File: src/rtl/pc_gen_if.sv
// Fetch-stage bundle: pipeline control, EX redirect, BTB update and the
// fetch/ID program-counter outputs of pc_gen.
interface pc_gen_if;
  logic        stall_IF;
  logic        stall_ID;
  logic        flush_ID;
  logic        i_redirect;
  logic [31:0] i_redirect_pc;
  logic        i_btb_update;
  logic [31:0] i_btb_pc;
  logic [31:0] i_btb_target;
  logic [31:0] o_pc;
  logic [31:0] o_pc_ID;
  logic [31:0] o_pc4_ID;
  logic        o_valid_ID;
  logic        o_pred_taken_ID;

  modport master (
    input  stall_IF, stall_ID, flush_ID,
    input  i_redirect, i_redirect_pc,
    input  i_btb_update, i_btb_pc, i_btb_target,
    output o_pc, o_pc_ID, o_pc4_ID, o_valid_ID, o_pred_taken_ID
  );

  modport slave (
    output stall_IF, stall_ID, flush_ID,
    output i_redirect, i_redirect_pc,
    output i_btb_update, i_btb_pc, i_btb_target,
    input  o_pc, o_pc_ID, o_pc4_ID, o_valid_ID, o_pred_taken_ID
  );
endinterface

File: src/rtl/pc_gen.sv
// Program-counter generation: fetch PC, ID-stage PC register, EX redirects.
// Optional direct-mapped BTB built when PC_GEN_BTB_EN is defined.
module pc_gen #(
  parameter logic [31:0] RESET_PC    = 32'h0000_0000,
  parameter int          BTB_ENTRIES = 8
) (
  input logic      i_clk,
  input logic      i_rstn,
  pc_gen_if.master bus
);

  localparam int IDX_W = $clog2(BTB_ENTRIES);
  localparam int TAG_W = 30 - IDX_W;

  function automatic logic [31:0] word_align(input logic [31:0] a);
    return a & ~32'h3;
  endfunction

  function automatic logic [31:0] pc_inc(input logic [31:0] a);
    return a + 32'd4;
  endfunction

  logic [31:0] pc_p0;
  logic [31:0] pc_nxt;
  logic [31:0] pc_p1;
  logic        vld_p1;
  logic        pred_p1;
  logic        btb_hit;
  logic [31:0] btb_tgt;

`ifdef PC_GEN_BTB_EN
  logic [BTB_ENTRIES-1:0] btb_vld;
  logic [TAG_W-1:0]       btb_tag [BTB_ENTRIES];
  logic [31:0]            btb_dat [BTB_ENTRIES];
  logic [IDX_W-1:0]       rd_idx;
  logic [IDX_W-1:0]       wr_idx;
  logic                   unused_btb;

  assign rd_idx     = pc_p0[IDX_W+1:2];
  assign wr_idx     = bus.i_btb_pc[IDX_W+1:2];
  assign btb_hit    = btb_vld[rd_idx] && (btb_tag[rd_idx] == pc_p0[31:IDX_W+2]);
  assign btb_tgt    = btb_dat[rd_idx];
  assign unused_btb = ^bus.i_btb_pc[1:0];

  always_ff @(posedge i_clk or negedge i_rstn) begin
    if (!i_rstn)
      btb_vld <= '0;
    else if (bus.i_btb_update)
      btb_vld[wr_idx] <= 1'b1;
  end

  // Tag/target storage carries no reset; the valid bit alone qualifies it.
  always_ff @(posedge i_clk) begin
    if (bus.i_btb_update) begin
      btb_tag[wr_idx] <= bus.i_btb_pc[31:IDX_W+2];
      btb_dat[wr_idx] <= word_align(bus.i_btb_target);
    end
  end
`else
  logic unused_btb;

  assign btb_hit    = 1'b0;
  assign btb_tgt    = '0;
  assign unused_btb = ^{bus.i_btb_update, bus.i_btb_pc, bus.i_btb_target};
`endif

  // Next fetch PC: a redirect must win over stall_IF so a resolved branch is never dropped.
  always_comb begin
    pc_nxt = pc_inc(pc_p0);
    if (bus.i_redirect)
      pc_nxt = word_align(bus.i_redirect_pc);
    else if (bus.stall_IF)
      pc_nxt = pc_p0;
    else if (btb_hit)
      pc_nxt = btb_tgt;
  end

  // Stage p0: fetch address register
  always_ff @(posedge i_clk or negedge i_rstn) begin
    if (!i_rstn)
      pc_p0 <= RESET_PC;
    else
      pc_p0 <= pc_nxt;
  end

  // Stage p1: ID slot, lock-step with the instruction memory output register
  always_ff @(posedge i_clk or negedge i_rstn) begin
    if (!i_rstn) begin
      pc_p1   <= '0;
      vld_p1  <= 1'b0;
      pred_p1 <= 1'b0;
    end else if (bus.stall_ID) begin
      pc_p1   <= pc_p1;
      vld_p1  <= vld_p1;
      pred_p1 <= pred_p1;
    end else if (bus.flush_ID) begin
      pc_p1   <= '0;
      vld_p1  <= 1'b0;
      pred_p1 <= 1'b0;
    end else begin
      pc_p1   <= pc_p0;
      vld_p1  <= 1'b1;
      pred_p1 <= btb_hit;
    end
  end

  assign bus.o_pc            = pc_p0;
  assign bus.o_pc_ID         = pc_p1;
  assign bus.o_pc4_ID        = pc_inc(pc_p1);
  assign bus.o_valid_ID      = vld_p1;
  assign bus.o_pred_taken_ID = pred_p1;

endmodule

File: src/flat_wrapper.sv
// flat-port wrapper written by rule: the top's interface ports become plain ports
module pc_gen_flat 
#(
  parameter logic [31:0] RESET_PC    = 32'h0000_0000,
  parameter int          BTB_ENTRIES = 8
)
  (i_clk, i_rstn, bus_stall_IF, bus_stall_ID, bus_flush_ID, bus_i_redirect, bus_i_redirect_pc, bus_i_btb_update, bus_i_btb_pc, bus_i_btb_target, bus_o_pc, bus_o_pc_ID, bus_o_pc4_ID, bus_o_valid_ID, bus_o_pred_taken_ID);
  pc_gen_if bus_i ();
  input logic i_clk;
  input logic i_rstn;
  input wire logic [$bits(bus_i.stall_IF)-1:0] bus_stall_IF;
  input wire logic [$bits(bus_i.stall_ID)-1:0] bus_stall_ID;
  input wire logic [$bits(bus_i.flush_ID)-1:0] bus_flush_ID;
  input wire logic [$bits(bus_i.i_redirect)-1:0] bus_i_redirect;
  input wire logic [$bits(bus_i.i_redirect_pc)-1:0] bus_i_redirect_pc;
  input wire logic [$bits(bus_i.i_btb_update)-1:0] bus_i_btb_update;
  input wire logic [$bits(bus_i.i_btb_pc)-1:0] bus_i_btb_pc;
  input wire logic [$bits(bus_i.i_btb_target)-1:0] bus_i_btb_target;
  output wire logic [$bits(bus_i.o_pc)-1:0] bus_o_pc;
  output wire logic [$bits(bus_i.o_pc_ID)-1:0] bus_o_pc_ID;
  output wire logic [$bits(bus_i.o_pc4_ID)-1:0] bus_o_pc4_ID;
  output wire logic [$bits(bus_i.o_valid_ID)-1:0] bus_o_valid_ID;
  output wire logic [$bits(bus_i.o_pred_taken_ID)-1:0] bus_o_pred_taken_ID;
  assign bus_i.stall_IF = bus_stall_IF;
  assign bus_i.stall_ID = bus_stall_ID;
  assign bus_i.flush_ID = bus_flush_ID;
  assign bus_i.i_redirect = bus_i_redirect;
  assign bus_i.i_redirect_pc = bus_i_redirect_pc;
  assign bus_i.i_btb_update = bus_i_btb_update;
  assign bus_i.i_btb_pc = bus_i_btb_pc;
  assign bus_i.i_btb_target = bus_i_btb_target;
  assign bus_o_pc = bus_i.o_pc;
  assign bus_o_pc_ID = bus_i.o_pc_ID;
  assign bus_o_pc4_ID = bus_i.o_pc4_ID;
  assign bus_o_valid_ID = bus_i.o_valid_ID;
  assign bus_o_pred_taken_ID = bus_i.o_pred_taken_ID;
  pc_gen #(.RESET_PC(RESET_PC), .BTB_ENTRIES(BTB_ENTRIES)) u_core (.i_clk(i_clk), .i_rstn(i_rstn), .bus(bus_i));
endmodule
File: config.mk
export PLATFORM = sky130hd
export DESIGN_NAME = pc_gen_flat
export DESIGN_NICKNAME = d
export VERILOG_FILES = /design/src/rtl/pc_gen_if.sv /design/src/rtl/pc_gen.sv /design/src/flat_wrapper.sv
export SDC_FILE = /design/constraint.sdc
export NUM_CORES = 1
export LEC_CHECK = 0
export BUFFER_PORTS_ARGS = -buffer_cell sky130_fd_sc_hd__buf_2
export CORE_MARGIN = 1.5
export CORE_UTILIZATION = 23
export CTS_CLUSTER_SIZE = 28
export DETAILED_ROUTE_END_ITERATION = 16
export GPL_ROUTABILITY_DRIVEN = 0
export PLACE_DENSITY = 0.54
export SLEW_MARGIN = 10
export SYNTH_ARGS = -nofsm -noshare
export SYNTH_HDL_FRONTEND = slang
export SYNTH_SLANG_ARGS = --single-unit
File: constraint.sdc
create_clock -name i_clk -period 3.34 [get_ports i_clk]
set_input_delay 0.167 -clock i_clk [delete_from_list [all_inputs] [get_ports i_clk]]
set_output_delay 0.167 -clock i_clk [all_outputs]
set_load 0.005 [all_outputs]
==> impl_metrics.ini, run 1 <==
[run_status]
outcome = finished, final reports clean

[layout]
areaGrowthSynthToFinish_pct = 32.0
layout.cells.most_common = sky130_fd_sc_hd__buf_2
post-route-cell-area_mm2 = 0.00462
num_antenna_cells = 0
finalCoreUtilization_pct = 31.4
mostFrequentLayoutCells = 130 x sky130_fd_sc_hd__buf_2, 81 x sky130_fd_sc_hd__nand2_1, 62 x sky130_fd_sc_hd__dfrtp_1
layout.nets = 630
drive_above_1_share_pct = 29.1

[critical_path]
cp.buffers_inverters = 0
arrival_ps = 2840
timing.critical_path.max_delay_family = simple AND/OR/NAND/NOR gates
crit_path_cell_chain = nand3_2, or4_1, or4_4, or4_1, nand3_1
slowest_delay_ps = 690
critical_path_start_type = flop
rrSetupSlack_ps = 760
critPathMostFrequentCell = sky130_fd_sc_hd__or4_1
path_class = reg2reg
worst-path-max-fanout = 6
slowest_stage_cell_on_the_critical_path = sky130_fd_sc_hd__or4_1
setup.worst_path.end_class = flop
worst-endpoint-required_ps = 3600

[floorplan]
floorplan_core_area_mm2 = 0.0147
fp.dieArea_mm2 = 0.0160
floorplan.initialDensity_pct = 23.8
top_level_ports = 201
row_count = 44
die_h_um = 126
die_w_um = 126

[drt]
drt.antenna.violating_nets = 0
detailedRoute.firstPassIterationCount = 6
via_per_inst = 4.44
routed_wirelength_um = 10300
detail_route.iter0.violations = 160
routed_length_per_placed_instance_um = 14.5
drc_errors = 0
vias = 3168

[timing]
rsz0062_at_grt = no
final-max-slew-violation-count = 0
setup_violating_endpoint_count_in_the_final_report = 0
worst_clock_skew_ps = 7.45
share_of_the_cycle_needed_by_the_critical_path_after_routing_pct = 77.2
minimum_setup_slack_in_the_final_design_ps = 762
tightestPinTransition_ps = 940
tns_ps = 0
clock.fmax_mhz = 388
fin_crit_ps = 2580
max_slew_margin_pct = 37.4
hold_viol = 0

[pwr]
peakVddDrop_uv = 223
power.density_cell_area_mw_per_mm2 = 485
power.leakage_nw = 2.14

[logic_synthesis]
synth_compound_gate_area_share_pct = 8.66
adder_cell_share_of_the_synthesized_area_pct = 0.715
synthCells = 402
multiplexer_fraction_of_the_synthesized_cell_area_pct = 0.608
synth-xor-area-share_pct = 14.0
synth_cell_types = 34
dominant_combinational_cell_family_by_area_after_synthesis = simple AND/OR/NAND/NOR gates
ys_ff_latch = 62
yosys.area_share.simple_pct = 27.6
syn_area_per_cell_um2 = 8.70
synth.yosys.seq_area_share_pct = 44.3
async_reset_ff_share_pct = 100
synth-edff-count = 0
post_synth_instance_area_mm2 = 0.00350
yosys_warnings = 0
ys.flop_type = sky130_fd_sc_hd__dfrtp_1

[placed_design]
dpl_cell_area_mm2 = 0.00429
io_buffers = 130
dp_slack_ps = 758
detailedPlacementHpwl_um = 7970

[cts]
number_of_sinks_driven_by_the_clock_tree = 62
clk_pin_slew_ps = 50
clock_insertion_delay_worst_skew_ps = 330
cts_setup_buffers = 0
cts_tree = built
clockBufferDepth = 2
post_cts.resized_instances = 0
tritoncts.num_buffers = 9
cts-htree-levels = 3
root_buffer = sky130_fd_sc_hd__clkbuf_16
cts_hold_buf = 1

[flow_run]
maxCapViolations = 0

[grt]
grt_pass1_wl_um = 16500
grt_antenna_before_repair = 0
grt_start_max_net_pins = 64
grt-ovfl-total = 0
groute.usage.overall_pct = 13.3
grt_pass1_vias = 3122

[worst_hold_path]
worst_hold_check_path_type = in2reg
-- routing by layer --
| metal | part of all wire, % | up-vias | GRT usage (%) |
|---|---|---|---|
| li1 | - | 1614 | - |
| met1 | 48 | 1463 | 18.2 |
| met2 | 47 | 80 | 20.5 |
| met3 | 4.1 | 11 | 2.66 |
| met4 | 1.7 | 0 | 5.88 |
| met5 | 0 | - | 0 |
-- cell families (layout without fill, tap and decap cells) --
group | after synthesis | in the layout
simple gates | 190 | 190
xor+xnor | 56 | 56
other cells | 1 | 3
fa+ha+maj | 2 | 2
mux | 2 | 2
flops | 62 | 62
compound gates | 60 | 60
buf+inv | 29 | 155
-- registers in the layout, indices dropped and copies added, names as in the netlist --
signal	count
u_core.bus.o_pc	30
u_core.bus.o_pc_ID	31
u_core.bus.o_valid_ID	1
-- worst min-delay path: stages --
cell and delay, ps:
sky130_fd_sc_hd__buf_2 70, sky130_fd_sc_hd__nand2_1 40, sky130_fd_sc_hd__o21ai_0 60
-- synth_stat cells (5+ instances only) --
| master | n | area share (%) |
|---|---|---|
| sky130_fd_sc_hd__nand4_1 | 17 | 3.0 |
| sky130_fd_sc_hd__nand2_1 | 81 | 8.7 |
| sky130_fd_sc_hd__nand3_1 | 19 | 2.7 |
| sky130_fd_sc_hd__and3_1 | 7 | 1.3 |
| sky130_fd_sc_hd__nor3_1 | 5 | 0.72 |
| sky130_fd_sc_hd__dfrtp_1 | 62 | 44 |
| sky130_fd_sc_hd__xnor2_1 | 31 | 7.8 |
| sky130_fd_sc_hd__xor2_1 | 25 | 6.3 |
| sky130_fd_sc_hd__inv_1 | 5 | 0.54 |
| sky130_fd_sc_hd__nand2b_1 | 28 | 5.0 |
| sky130_fd_sc_hd__o21ai_0 | 59 | 8.4 |
| sky130_fd_sc_hd__clkbuf_1 | 16 | 1.7 |
| sky130_fd_sc_hd__nor4_1 | 8 | 1.4 |
| sky130_fd_sc_hd__buf_4 | 6 | 1.3 |
| sky130_fd_sc_hd__nor2_1 | 9 | 0.97 |
-- path summary, 6_finish.rpt --
| check | start | end | depth (start not counted) |
|---|---|---|---|
| min in group asynchronous | i_rstn | u_core.bus.o_pc_ID[17]$_DFFE_PN0N_ | 2 |
| worst max register to register | u_core.bus.o_pc[7]$_DFFE_PN0N_ | u_core.bus.o_pc[31]$_DFFE_PN0N_ | 5 |
| worst min register to register | u_core.bus.o_valid_ID$_DFFE_PN0N_ | u_core.bus.o_valid_ID$_DFFE_PN0N_ | 2 |
| worst min-delay path | bus_i_redirect_pc[27] | u_core.bus.o_pc[27]$_DFFE_PN0N_ | 3 |
| worst max-delay path | u_core.bus.o_pc[7]$_DFFE_PN0N_ | u_core.bus.o_pc[31]$_DFFE_PN0N_ | 5 |
| max in group asynchronous | i_rstn | u_core.bus.o_pc[30]$_DFFE_PN0N_ | 3 |
-- report_power, final --
group          switching (W)  internal [W]  total, W
registers           0.000114      0.000819  0.000934
logic               0.000158      0.000156  0.000314
clock network       0.000322      0.000671  0.000993
-- stage by stage --
step / hold slack [ps] / total power (W) / instances
finish: 48.6 / 0.00224 / 714
detailed placement: 326 / 0.00127 / 697
floorplan: -129 / 0.00107 / 404
CTS: 39.1 / 0.00227 / 714
global route: 48.9 / 0.00236 / 714
global placement: 318 / 0.00126 / 697
-- cell type report --
class | count | area, um^2
fill | 1552 | 10100
multi-input combinational | 313 | 1820
sequential | 62 | 1550
timing repair buffer | 134 | 683
clock buffer | 12 | 246
tap | 184 | 230
clock inverter | 4 | 70.1
inverter | 5 | 18.8
(Power assumes the default switching activity.)
==> inputs of run 2 (changes only) <==
Settings changed: PLACE_DENSITY 0.54 to 0.56.
Clock period 3.34 ns to 2.1 ns, I/O delays scaled along.
==> impl_metrics.ini, run 2 (same netlist as run 1, synthesis figures left out) <==
[layout]
layout.filler_cells = 1479
register_area_mm2 = 0.00156
largest_register_ff_count = 31
mostFrequentLayoutCells = 130 x sky130_fd_sc_hd__buf_2, 80 x sky130_fd_sc_hd__nand2_1, 58 x sky130_fd_sc_hd__o21ai_0
drive_above_1_share_pct = 39.6
multiInputGateArea_mm2 = 0.00192
layout.nets = 699
layout.cells.most_common = sky130_fd_sc_hd__buf_2
finalCoreUtilization_pct = 36.1
areaGrowthSynthToFinish_pct = 51.6
num_antenna_cells = 0

[drt]
routed_wirelength_um = 11200
via_per_inst = 4.52
routed_length_per_placed_instance_um = 14.3
detailedRoute.firstPassIterationCount = 4
drc_errors = 0
drt.antenna.violating_nets = 0
detail_route.iter0.violations = 144
vias = 3538

[floorplan]
top_level_ports = 201
die_h_um = 126
die_w_um = 126
floorplan_core_area_mm2 = 0.0147
floorplan.initialDensity_pct = 23.8
row_count = 44
fp.dieArea_mm2 = 0.0160

[placed_design]
detailedPlacementHpwl_um = 8280
dp_slack_ps = -119
io_buffers = 130

[critical_path]
critical_path_start_type = flop
slowest_delay_ps = 410
setup.worst_path.end_class = output port
worst-path-max-fanout = 4
path_class = reg2out
worst-endpoint-required_ps = 2000
slowest_stage_cell_on_the_critical_path = sky130_fd_sc_hd__dfrtp_1
crit_path_cell_chain = ha_2, and4_4, nor3b_2, buf_4, and3_4, nand3_2, xnor2_1, buf_2
arrival_ps = 2040

[timing]
fin_crit_ps = 2150
tightestPinTransition_ps = 682
tns_ps = -124
hold_viol = 0
rsz0062_at_grt = yes
final-max-slew-violation-count = 0
minimum_setup_slack_in_the_final_design_ps = -46.4
setup_violating_endpoint_count_in_the_final_report = 5
worst_clock_skew_ps = 3.92
share_of_the_cycle_needed_by_the_critical_path_after_routing_pct = 102
clock.fmax_mhz = 466
worst_hold_slack_ps = 3.74
max_slew_margin_pct = 54.6

[run_status]
outcome = finished, violations left
violated_checks = negative setup slack

[grt]
grt_pass1_wl_um = 17200
grt-ovfl-total = 0
groute.usage.overall_pct = 13.9
grt_util_met1_pct = 18.3
global_route.peak_usage_layer = met2
grt_pass1_vias = 3273
grt_antenna_before_repair = 0
grt_start_max_net_pins = 64
gr-usage-met2_pct = 22.4
grt_use_met3_pct = 3.33

[cts]
root_buffer = sky130_fd_sc_hd__clkbuf_16
cts-htree-levels = 3
number_of_sinks_driven_by_the_clock_tree = 62
tritoncts.num_buffers = 9
cts_tree = built
clockBufferDepth = 2
clock_insertion_delay_worst_skew_ps = 330
clk_pin_slew_ps = 50

[pwr]
total_power_w = 0.00361
power.density_cell_area_mw_per_mm2 = 680
power.leakage_nw = 2.49
peakVddDrop_uv = 291

[flow_run]
maxCapViolations = 0

[worst_hold_path]
worst_hold_check_path_type = in2reg
==> run 2: cell count changes in the layout (fill, tap and decap cells not counted), sizes merged <==
cell	previous run	this run
bufinv	2	1
clkinv	2	3
dlygate4sd3	1	19
buf	133	184
==> run 2: per-layer routing <==
layer / share of wire, % / vias up / wire [um]
met5: 0 / - / 0
met1: 45 / 1683 / 5080
met4: 1.7 / 0 / 187
met3: 4.5 / 14 / 508
li1: - / 1740 / -
met2: 48 / 101 / 5420
==> run 2: repair_timing <==
item / in CTS / in global routing
resized for setup: 22 / 12
hold endpoints to repair: 45 / 0
cloned: 0 / 0
endpoints found under the setup margin: 16 / 16
buffers inserted: 15 / 3
hold buffers: 19 / 0
pin swaps: 13 / 12
==> run 2: through the flow <==
stage	cells	cell area, um^2
global placement	730	4560
detailed placement	730	4560
CTS	780	5240
floorplan	404	3510
finish	783	5310
global route	783	5310
==> run 2: cell type report <==
cell class,count,area share (%)
multi-input combinational,313,36.1
sequential,62,29.5
timing repair buffer,203,24.0
clock buffer,12,4.83
tap,184,4.34
clock inverter,4,0.849
inverter,5,0.354
==> run 2: power breakdown <==
group	switching [W]	internal (W)	total, W
Clock	0.000506	0.000976	0.00148
Combinational	0.000327	0.000347	0.000674
Sequential	0.000143	0.00131	0.00145
Total	0.000976	0.00263	0.00361
==> run 2: final timing paths <==
| kind | startpoint | to | slack [ps] | cells past startpoint |
|---|---|---|---|---|
| max | u_core.bus.o_pc_ID[2]$_DFFE_PN0N_ | bus_o_pc4_ID[24] | -50 | 8 |
| min | bus_i_redirect_pc[16] | u_core.bus.o_pc[16]$_DFFE_PN0N_ | 4 | 3 |
| max reg2reg | u_core.bus.o_pc[9]$_DFFE_PN0N_ | u_core.bus.o_pc[31]$_DFFE_PN0N_ | 10 | 5 |
| min reg2reg | u_core.bus.o_valid_ID$_DFFE_PN0N_ | u_core.bus.o_valid_ID$_DFFE_PN0N_ | 490 | 2 |
| max in group asynchronous | i_rstn | u_core.bus.o_pc_ID[4]$_DFFE_PN0N_ | 1090 | 3 |
| min in group asynchronous | i_rstn | u_core.bus.o_pc[3]$_DFFE_PN0N_ | 350 | 2 |
==> run 2: worst max-delay path, delay by kind of cell (launching register included) <==
family | cells | cell delay, ps
fa+ha+maj | 1 | 200
simple gates | 4 | 660
buf+inv | 2 | 300
flops | 1 | 410
xor+xnor | 1 | 150
